--- config.mk ---
export PLATFORM = sky130hd
export DESIGN_NAME = snake_scan_sched
export DESIGN_NICKNAME = d
export VERILOG_FILES = /design/src/rtl/snake_scan_sched.sv
export SDC_FILE = /design/constraint.sdc
export NUM_CORES = 1
export LEC_CHECK = 0
export ABC_AREA = 1
export CORE_MARGIN = 8
export CORE_UTILIZATION = 46
export CTS_CLUSTER_DIAMETER = 30
export DETAILED_ROUTE_END_ITERATION = 12
export PLACE_DENSITY = 0.78
export SLEW_MARGIN = 10
export SYNTH_ARGS = -nofsm -noshare
export SYNTH_HDL_FRONTEND = slang
export SYNTH_SLANG_ARGS = --single-unit
export TNS_END_PERCENT = 30
--- constraint.sdc ---
create_clock -name clk -period 2.56 [get_ports clk]
set_input_delay 0.512 -clock clk [delete_from_list [all_inputs] [get_ports clk]]
set_output_delay 0.512 -clock clk [all_outputs]
set_load 0.02 [all_outputs]
--- src/rtl/snake_scan_sched.sv ---
// snake_scan_sched
//   Owns a single-port segment RAM holding the snake body as a circular
//   buffer. Streams the body head-to-tail to the renderer once per scanline
//   and commits new heads requested by the game logic between scans.
//
// Ports
//   clk, rst_n, game_rst_n        clock, sync active-low resets (equivalent)
//   line_start                    per-scanline pulse; starts a body scan
//   move_req/move_x/move_y/grow   new-head request, held until move_ack
//   move_ack                      pulse in the cycle the head is written
//   mem_addr/mem_we/mem_wdata     segment RAM port, wdata = {y, x}
//   mem_rdata                     RAM read data, one cycle after mem_addr
//   snake_x/y/valid/first/last    segment stream, head first, tail last
//   snake_head_x/y                current head tile
//   length/full/overrun           segment count, length at max, sticky abort
module snake_scan_sched #(
  parameter int unsigned MAX_LEN = 32,
  parameter int unsigned START_X = 5,
  parameter int unsigned START_Y = 7
) (
  input  logic       clk,
  input  logic       rst_n,
  input  logic       game_rst_n,
  input  logic       line_start,
  input  logic       move_req,
  input  logic [4:0] move_x,
  input  logic [3:0] move_y,
  input  logic       grow,
  output logic       move_ack,
  output logic [4:0] mem_addr,
  output logic       mem_we,
  output logic [8:0] mem_wdata,
  input  logic [8:0] mem_rdata,
  output logic [4:0] snake_x,
  output logic [3:0] snake_y,
  output logic       snake_valid,
  output logic       snake_first,
  output logic       snake_last,
  output logic [4:0] snake_head_x,
  output logic [3:0] snake_head_y,
  output logic [5:0] length,
  output logic       full,
  output logic       overrun
);

  localparam int unsigned AW      = (MAX_LEN > 1) ? $clog2(MAX_LEN) : 1;
  localparam logic [5:0]  LEN_MAX = 6'(MAX_LEN);
  localparam logic [8:0]  START_W = {4'(START_Y), 5'(START_X)};

  typedef enum logic [1:0] {INIT, IDLE, SCAN, UPDATE} state_t;

  state_t        state, state_nxt;
  logic [AW-1:0] head_ptr;
  logic [AW-1:0] head_nxt;
  logic [5:0]    scan_cnt;
  logic          ls_pend;
  logic          run;
  logic          issue, issue_first, issue_last;

  assign run      = rst_n & game_rst_n;
  assign head_nxt = head_ptr + 1'b1;
  assign full     = (length == LEN_MAX);

  // RAM data arrives the cycle after the address, alongside the registered
  // valid/first/last flags.
  assign snake_x = snake_valid ? mem_rdata[4:0] : '0;
  assign snake_y = snake_valid ? mem_rdata[8:5] : '0;

  always_comb begin
    state_nxt   = state;
    mem_addr    = '0;
    mem_we      = 1'b0;
    mem_wdata   = '0;
    move_ack    = 1'b0;
    issue       = 1'b0;
    issue_first = 1'b0;
    issue_last  = 1'b0;
    case (state)
      INIT: begin
        mem_we    = 1'b1;
        mem_wdata = START_W;
        state_nxt = IDLE;
      end
      IDLE: begin
        mem_addr = 5'(head_ptr);
        if (line_start || ls_pend) state_nxt = SCAN;
        else if (move_req)         state_nxt = UPDATE;
      end
      SCAN: begin
        if (scan_cnt < length) begin
          // Address phase; a line_start here restarts from the head while
          // the address already issued still produces its beat.
          issue       = 1'b1;
          issue_first = (scan_cnt == 6'd0);
          issue_last  = (scan_cnt == 6'(length - 6'd1));
          mem_addr    = 5'(head_ptr - scan_cnt[AW-1:0]);
        end else begin
          // Drain cycle: final beat on the output, no new address.
          mem_addr  = 5'(head_ptr);
          state_nxt = line_start ? SCAN : IDLE;
        end
      end
      UPDATE: begin
        mem_addr  = 5'(head_nxt);
        mem_we    = 1'b1;
        mem_wdata = {move_y, move_x};
        move_ack  = 1'b1;
        state_nxt = (line_start || ls_pend) ? SCAN : IDLE;
      end
      default: state_nxt = INIT;
    endcase
    // A reset cycle discards whatever the state would have done.
    if (!run) begin
      mem_we   = 1'b0;
      move_ack = 1'b0;
    end
  end

  always_ff @(posedge clk) begin
    if (!run) begin
      state        <= INIT;
      head_ptr     <= '0;
      length       <= 6'd1;
      snake_head_x <= 5'(START_X);
      snake_head_y <= 4'(START_Y);
      snake_valid  <= 1'b0;
      snake_first  <= 1'b0;
      snake_last   <= 1'b0;
      overrun      <= 1'b0;
      scan_cnt     <= '0;
      ls_pend      <= 1'b0;
    end else begin
      state       <= state_nxt;
      snake_valid <= issue;
      snake_first <= issue_first;
      snake_last  <= issue_last;

      if (state == INIT && line_start) ls_pend <= 1'b1;
      else if (state_nxt == SCAN)      ls_pend <= 1'b0;

      if (state == SCAN && issue) begin
        if (line_start) begin
          overrun  <= 1'b1;
          scan_cnt <= '0;
        end else begin
          scan_cnt <= scan_cnt + 6'd1;
        end
      end else begin
        scan_cnt <= '0;
      end

      if (state == UPDATE) begin
        head_ptr     <= head_nxt;
        snake_head_x <= move_x;
        snake_head_y <= move_y;
        if (grow && length < LEN_MAX) length <= length + 6'd1;
      end
    end
  end

endmodule

## Word-level counts from Yosys, hierarchy flattened

Index checks and enable logic that the tools add are counted.

- Bits in read-only memories: 0
- Register bits: 33
- Memory bits (writable): 0
- Logic and storage cells: 58
- Latch bits: 0
- Bits of input ports: 24
- Output and inout bits: 45
- Memories kept: 0

- Reductions and logical operators: 12
- Multipliers: 0
- Eq/ne operators: 6
- Add/sub/neg operators: 5
- Div/mod/pow operators: 0
- Bitwise gates (word level): 3
- Multiplexer cells: 19
- Order comparisons: 2
- Shifts and indexed selects: 0

Operators with widths:

| kind | number |
|---|---|
| 9-bit one-hot mux with 2 select lines | 1 |
| 5-bit one-hot mux with 3 select lines | 1 |
| 6-bit by 1-bit adder with 6-bit output (second input constant) | 2 |
| 2-bit 2-to-1 mux | 5 |
| 5-bit 2-to-1 mux | 2 |
| 1-bit 2-to-1 mux | 8 |
| 2-bit one-hot mux with 4 select lines | 1 |
| 2-bit equality test (second input constant) | 3 |
| 6-bit equality test | 1 |
| 6-bit equality test (second input constant) | 1 |
| 6-bit logical NOT | 1 |
| 6-bit < comparator | 1 |
| 6-bit < comparator (second input constant) | 1 |
| 6-bit by 1-bit subtractor with 6-bit output (second input constant) | 1 |
| 5-bit by 1-bit adder with 5-bit output (second input constant) | 1 |
| 5-bit subtractor | 1 |
| 4-bit 2-to-1 mux | 1 |
| 2-bit AND reduction | 2 |
| 1-bit logical AND | 3 |
| 3-bit AND reduction | 1 |
| 3-bit OR reduction | 1 |
| 2-bit by 1-bit equality test with 1-bit output (second input constant) | 1 |
| 2-bit logical NOT | 1 |
| 1-bit NOT | 2 |
| other kinds (4) | 4 |

## Depth between registers and ports, before layout

- Word-level depth: 6
- Depth in mapped cells: 14
- Depth with buffers taken out: 13

## Worst setup path after synthesis

Ideal clock, no wire load.

- Path type: register to output
- From: register length[3]
- To: output port mem_addr[1]
- Path buffers: 1
- Path slack: 147 ps
- Data required time: 2048 ps
- Data arrival time: 1901 ps
- Stages on the path, launching flop included: 11
- Cell sequence: dfxtp_1 -> inv_1 -> ha_1 -> nand2_1 -> nand2_1 -> nand2_1 -> nand3_2 -> buf_6 -> a21oi_1 -> o21ai_0 -> a31oi_1

- Cells in the longest elaborated chain, start to end: 3

Ends and longest elaborated chain:

| item | line | RTL |
|---|---|---|
| from (decl) | 41 | `output logic [5:0] length,` |
| from (signal assigned) | 156 | `if (grow && length < LEN_MAX) length <= length + 6'd1;` |
| 6-bit < comparator | 90 | `if (scan_cnt < length) begin` |
| 5-bit 2-to-1 mux | 90 |  |
| 5-bit one-hot mux with 3 select lines | 78 | `case (state)` |
| to (decl) | 30 | `output logic [4:0] mem_addr,` |

Every way passes these cells.

## Final worst setup path

- From: register head_ptr[0]
- To: output port mem_addr[4]

- Cells in the longest elaborated chain, start to end: 3
- Elaborated cells between the ends (all ways): 4
- Classes of those cells: 2 x add/sub; 2 x mux

Ends and longest elaborated chain:

| item | line | RTL |
|---|---|---|
| from (decl) | 53 | `logic [AW-1:0] head_ptr;` |
| from (signal assigned) | 153 | `head_ptr <= head_nxt;` |
| 5-bit subtractor | 96 | `mem_addr = 5'(head_ptr - scan_cnt[AW-1:0]);` |
| 5-bit 2-to-1 mux | 90 |  |
| 5-bit one-hot mux with 3 select lines * | 78 |  |

Mark *: on every way between the ends. The rest lies on a longest branch, timed or not.

==> flow_summary.yaml <==
finish:
  final_area_mm2: 0.00327
  nets: 452
  n_fill_cell: 322
  drive_gt1_share_pct: 18.6
  diodes: 0
  regArea_um2: 664
  syn2layout_area_growth_pct: 56.4
  multi_input_area_mm2: 0.00126
power:
  powerDensity_mw_per_mm2: 328
  vdd_drop_max_mv: 0.402
  p_leak_nw: 1.54
clock_network:
  clock_latency_ns: 0.29
  cts_tree: "built"
  path_clk_slew_ns: 0.07
  cts_buffers: 5
  clockBufferDepth: 2
  htree_levels: 2
  clock-sinks: 33
  cts_root_buf: "clkbuf_8"
sta:
  max_slew_margin_pct: 78.5
  setup_violations: 1
  worstMarginPinSlew_ns: 0.323
  fin_tns_setup_ns: -0.00970
  hold_violations: 0
  finalCritPeriodShare_pct: 100
  maxSlewViolCount: 0
  fin_crit_ns: 2.57
  finClkSkew_ns: 0.00335
  rsz0062_at_grt: "true"
  layout_setup_ws_ns: -0.00970
  fmax_ghz: 0.389
critical_path:
  worstPathRequired_ns: 2.05
  arrival_ns: 2.06
  critPathMaxFanout: 2
  critPathCapture: "mem_addr[4]"
  r2r_cells: 12
  rrSetupSlack_ns: 0.61
  rr_startpoint: "scan_cnt[0]"
  path_cells: "inv_2 > ha_4 > inv_2 > fa_2 > a21oi_2 > nor2_1 > nor2_1 > xor2_1 > nand2_1 > nand3_2 > a21oi_2 > buf_6"
  cp_slowest_cell: "fa_2"
  end_kind: "primary output"
  critical-path-max-stage-delay_ns: 0.37
  r2r_end: "scan_cnt[3]"
  critical_path_class: "reg2out"
  crit_start: "head_ptr[0]"
  crit_path_start_kind: "register"
detailed_routing:
  wl_per_cell_um: 13.2
  drt_iter0_markers: 90
  antenna_left: 0
  routed_wl_um: 6060
  num_vias: 2302
  drc: 0
  viasPerCell: 5.00
  firstDrtPassIters: 4
global_route:
  antenna_found_initial: 0
  grt_pass1_wl_um: 10400
  grt_overflow: 0
  top_usage_layer: "met2"
  grt_max_degree: 18
  grtUsageMet3_pct: 7.91
  met1_usage_pct: 19.3
  grt_pass1_vias: 2338
  met2_usage_pct: 29.6
  grtUsageTotal_pct: 17.8
yosys:
  synth_xor_area_share_pct: 5.02
  synth_mux_area_share_pct: 0
  synth-simple-area-share_pct: 26.0
  synth_ff_type: "dfxtp_1"
  syn_nets: 344
  synth_edf_count: 0
  syn_area_per_cell_um2: 7.00
  ys_types: 31
  yosys.area.top_type: "dfxtp_1"
  synthTopCellsByCount: "nand2_1, inv_1, dfxtp_1"
  synth_area_leaders: "dfxtp_1, nand2_1, ha_1"
  synth_top_area_share_pct: 31.6
  synth_compound_area_share_pct: 13.6
  netlist_instances: 299
  synth-seq-cells: 33
  ys_seq_area_share_pct: 31.6
  synthArstFlopShare_pct: 0
  synth.cell_area_mm2: 0.00209
  synth_warnings: 0
  synth.most_common_cell: "nand2_1"
  synth_top_family_by_area: "simple AND/OR/NAND/NOR gates"
  synthAdderAreaFrac_pct: 12.9
placed_design:
  gp_congestion: 0.923
  placed_area_mm2: 0.00308
  hpwl_um: 4700
  port_buffers: 68
floorplanning:
  fp-row-count: 24
  dieArea_mm2: 0.00696
  die_h_um: 83.4
  die_x_um: 83.4
  num_io_pins: 69
  coreArea_mm2: 0.00435
  start_util_pct: 48.0
run_status:
  status: "finished with violations"
  violations: "setup timing"
flow_run:
  max_cap_viol_count: 0
min_path:
  hold_path.class: "reg2reg"
-- registers in the layout, indices dropped and copies added, names as in the netlist --
signal and flops:
length 6, snake_last 1, state 2, snake_head_x 5, head_ptr 5, snake_valid 1, snake_head_y 4, ls_pend 1
overrun 1, snake_first 1, scan_cnt 6
-- metrics by stage --
step	setup WS (ns)	hold WS [ns]	cells	power, W	utilization [%]
5_1_grt	-0.172	0.486	460	0.00111	75.1
6_report	-0.00970	0.467	460	0.00107	75.1
2_1_floorplan	0.147	0.444	299	0.000574	-
3_3_place_gp	-0.116	0.442	450	0.000639	70.8
4_1_cts	-0.0264	0.468	458	0.00108	73.2
3_5_place_dp	-0.154	0.457	450	0.000640	70.8
-- critical path, delay by kind of cell, from the launching register on --
| family | cells | cell delay (ns) |
|---|---|---|
| simple gates | 4 | 0.33 |
| buf+inv | 3 | 0.24 |
| xor+xnor | 1 | 0.08 |
| fa+ha+maj | 2 | 0.49 |
| flops | 1 | 0.33 |
| compound gates | 2 | 0.30 |
-- placed cells by master (no fill, tap or decap), types with 7 or more instances in the layout --
master           Yosys  routed
clkbuf_8             0       7
dfxtp_1             33      30
a21oi_1             29      25
nand2_1             70      68
ha_1                20      18
xor2_1               8       8
inv_1               51      48
nand3_1             16      15
o21ai_0             14      12
buf_4                0      43
nor2_1              18      18
clkdlybuf4s50_1      0      57
-- metal layers --
metal | part of all wire [%] | vias up
met2 | 47 | 83
li1 | - | 1171
met1 | 42 | 1038
met4 | 1.7 | 0
met3 | 9.2 | 10
met5 | 0 | -
-- cell families (layout without fill, tap and decap cells) --
family / Yosys count / in the layout
AOI/OAI and AO/OA: 53 / 53
buffers and inverters: 58 / 167
and+or+nand+nor: 122 / 122
adders and majority gates: 21 / 21
xor gates and xnor gates: 12 / 12
DFF: 33 / 33
-- how the worst min path moves through the flow --
stage                 endpoint             from  depth (start not counted)
5_1_grt        snake_head_x[4]  snake_head_x[4]                          2
3_3_place_gp           overrun          overrun                          2
4_1_cts        snake_head_y[3]  snake_head_y[3]                          2
3_5_place_dp   snake_head_x[4]  snake_head_x[4]                          2
6_report       snake_head_y[3]  snake_head_y[3]                          2
2_1_floorplan      scan_cnt[0]      scan_cnt[0]                          1
-- where the power goes --
group,internal (W),switching (W)
clock,0.000243,0.000201
sequential,0.000515,0.00000171
combinational,0.0000586,0.0000530
total,0.000817,0.000256
-- cell type report --
| type | instances | area share [%] |
|---|---|---|
| clock inverters | 1 | 0.153 |
| repair buffers | 107 | 29.9 |
| well taps | 52 | 1.99 |
| flip-flops and latches | 33 | 20.3 |
| multi-input cells | 208 | 38.6 |
| inverters | 52 | 6.04 |
| clock buffers | 7 | 2.94 |
-- repair_timing --
item,CTS,global route
hold buffers,0,0
buffers inserted,0,2
gates resized for setup,27,31
pin swaps,0,8
endpoints found under the hold margin,0,0
endpoints found under the setup margin,5,11
No activity file was read; power rests on OpenSTA's default activity.
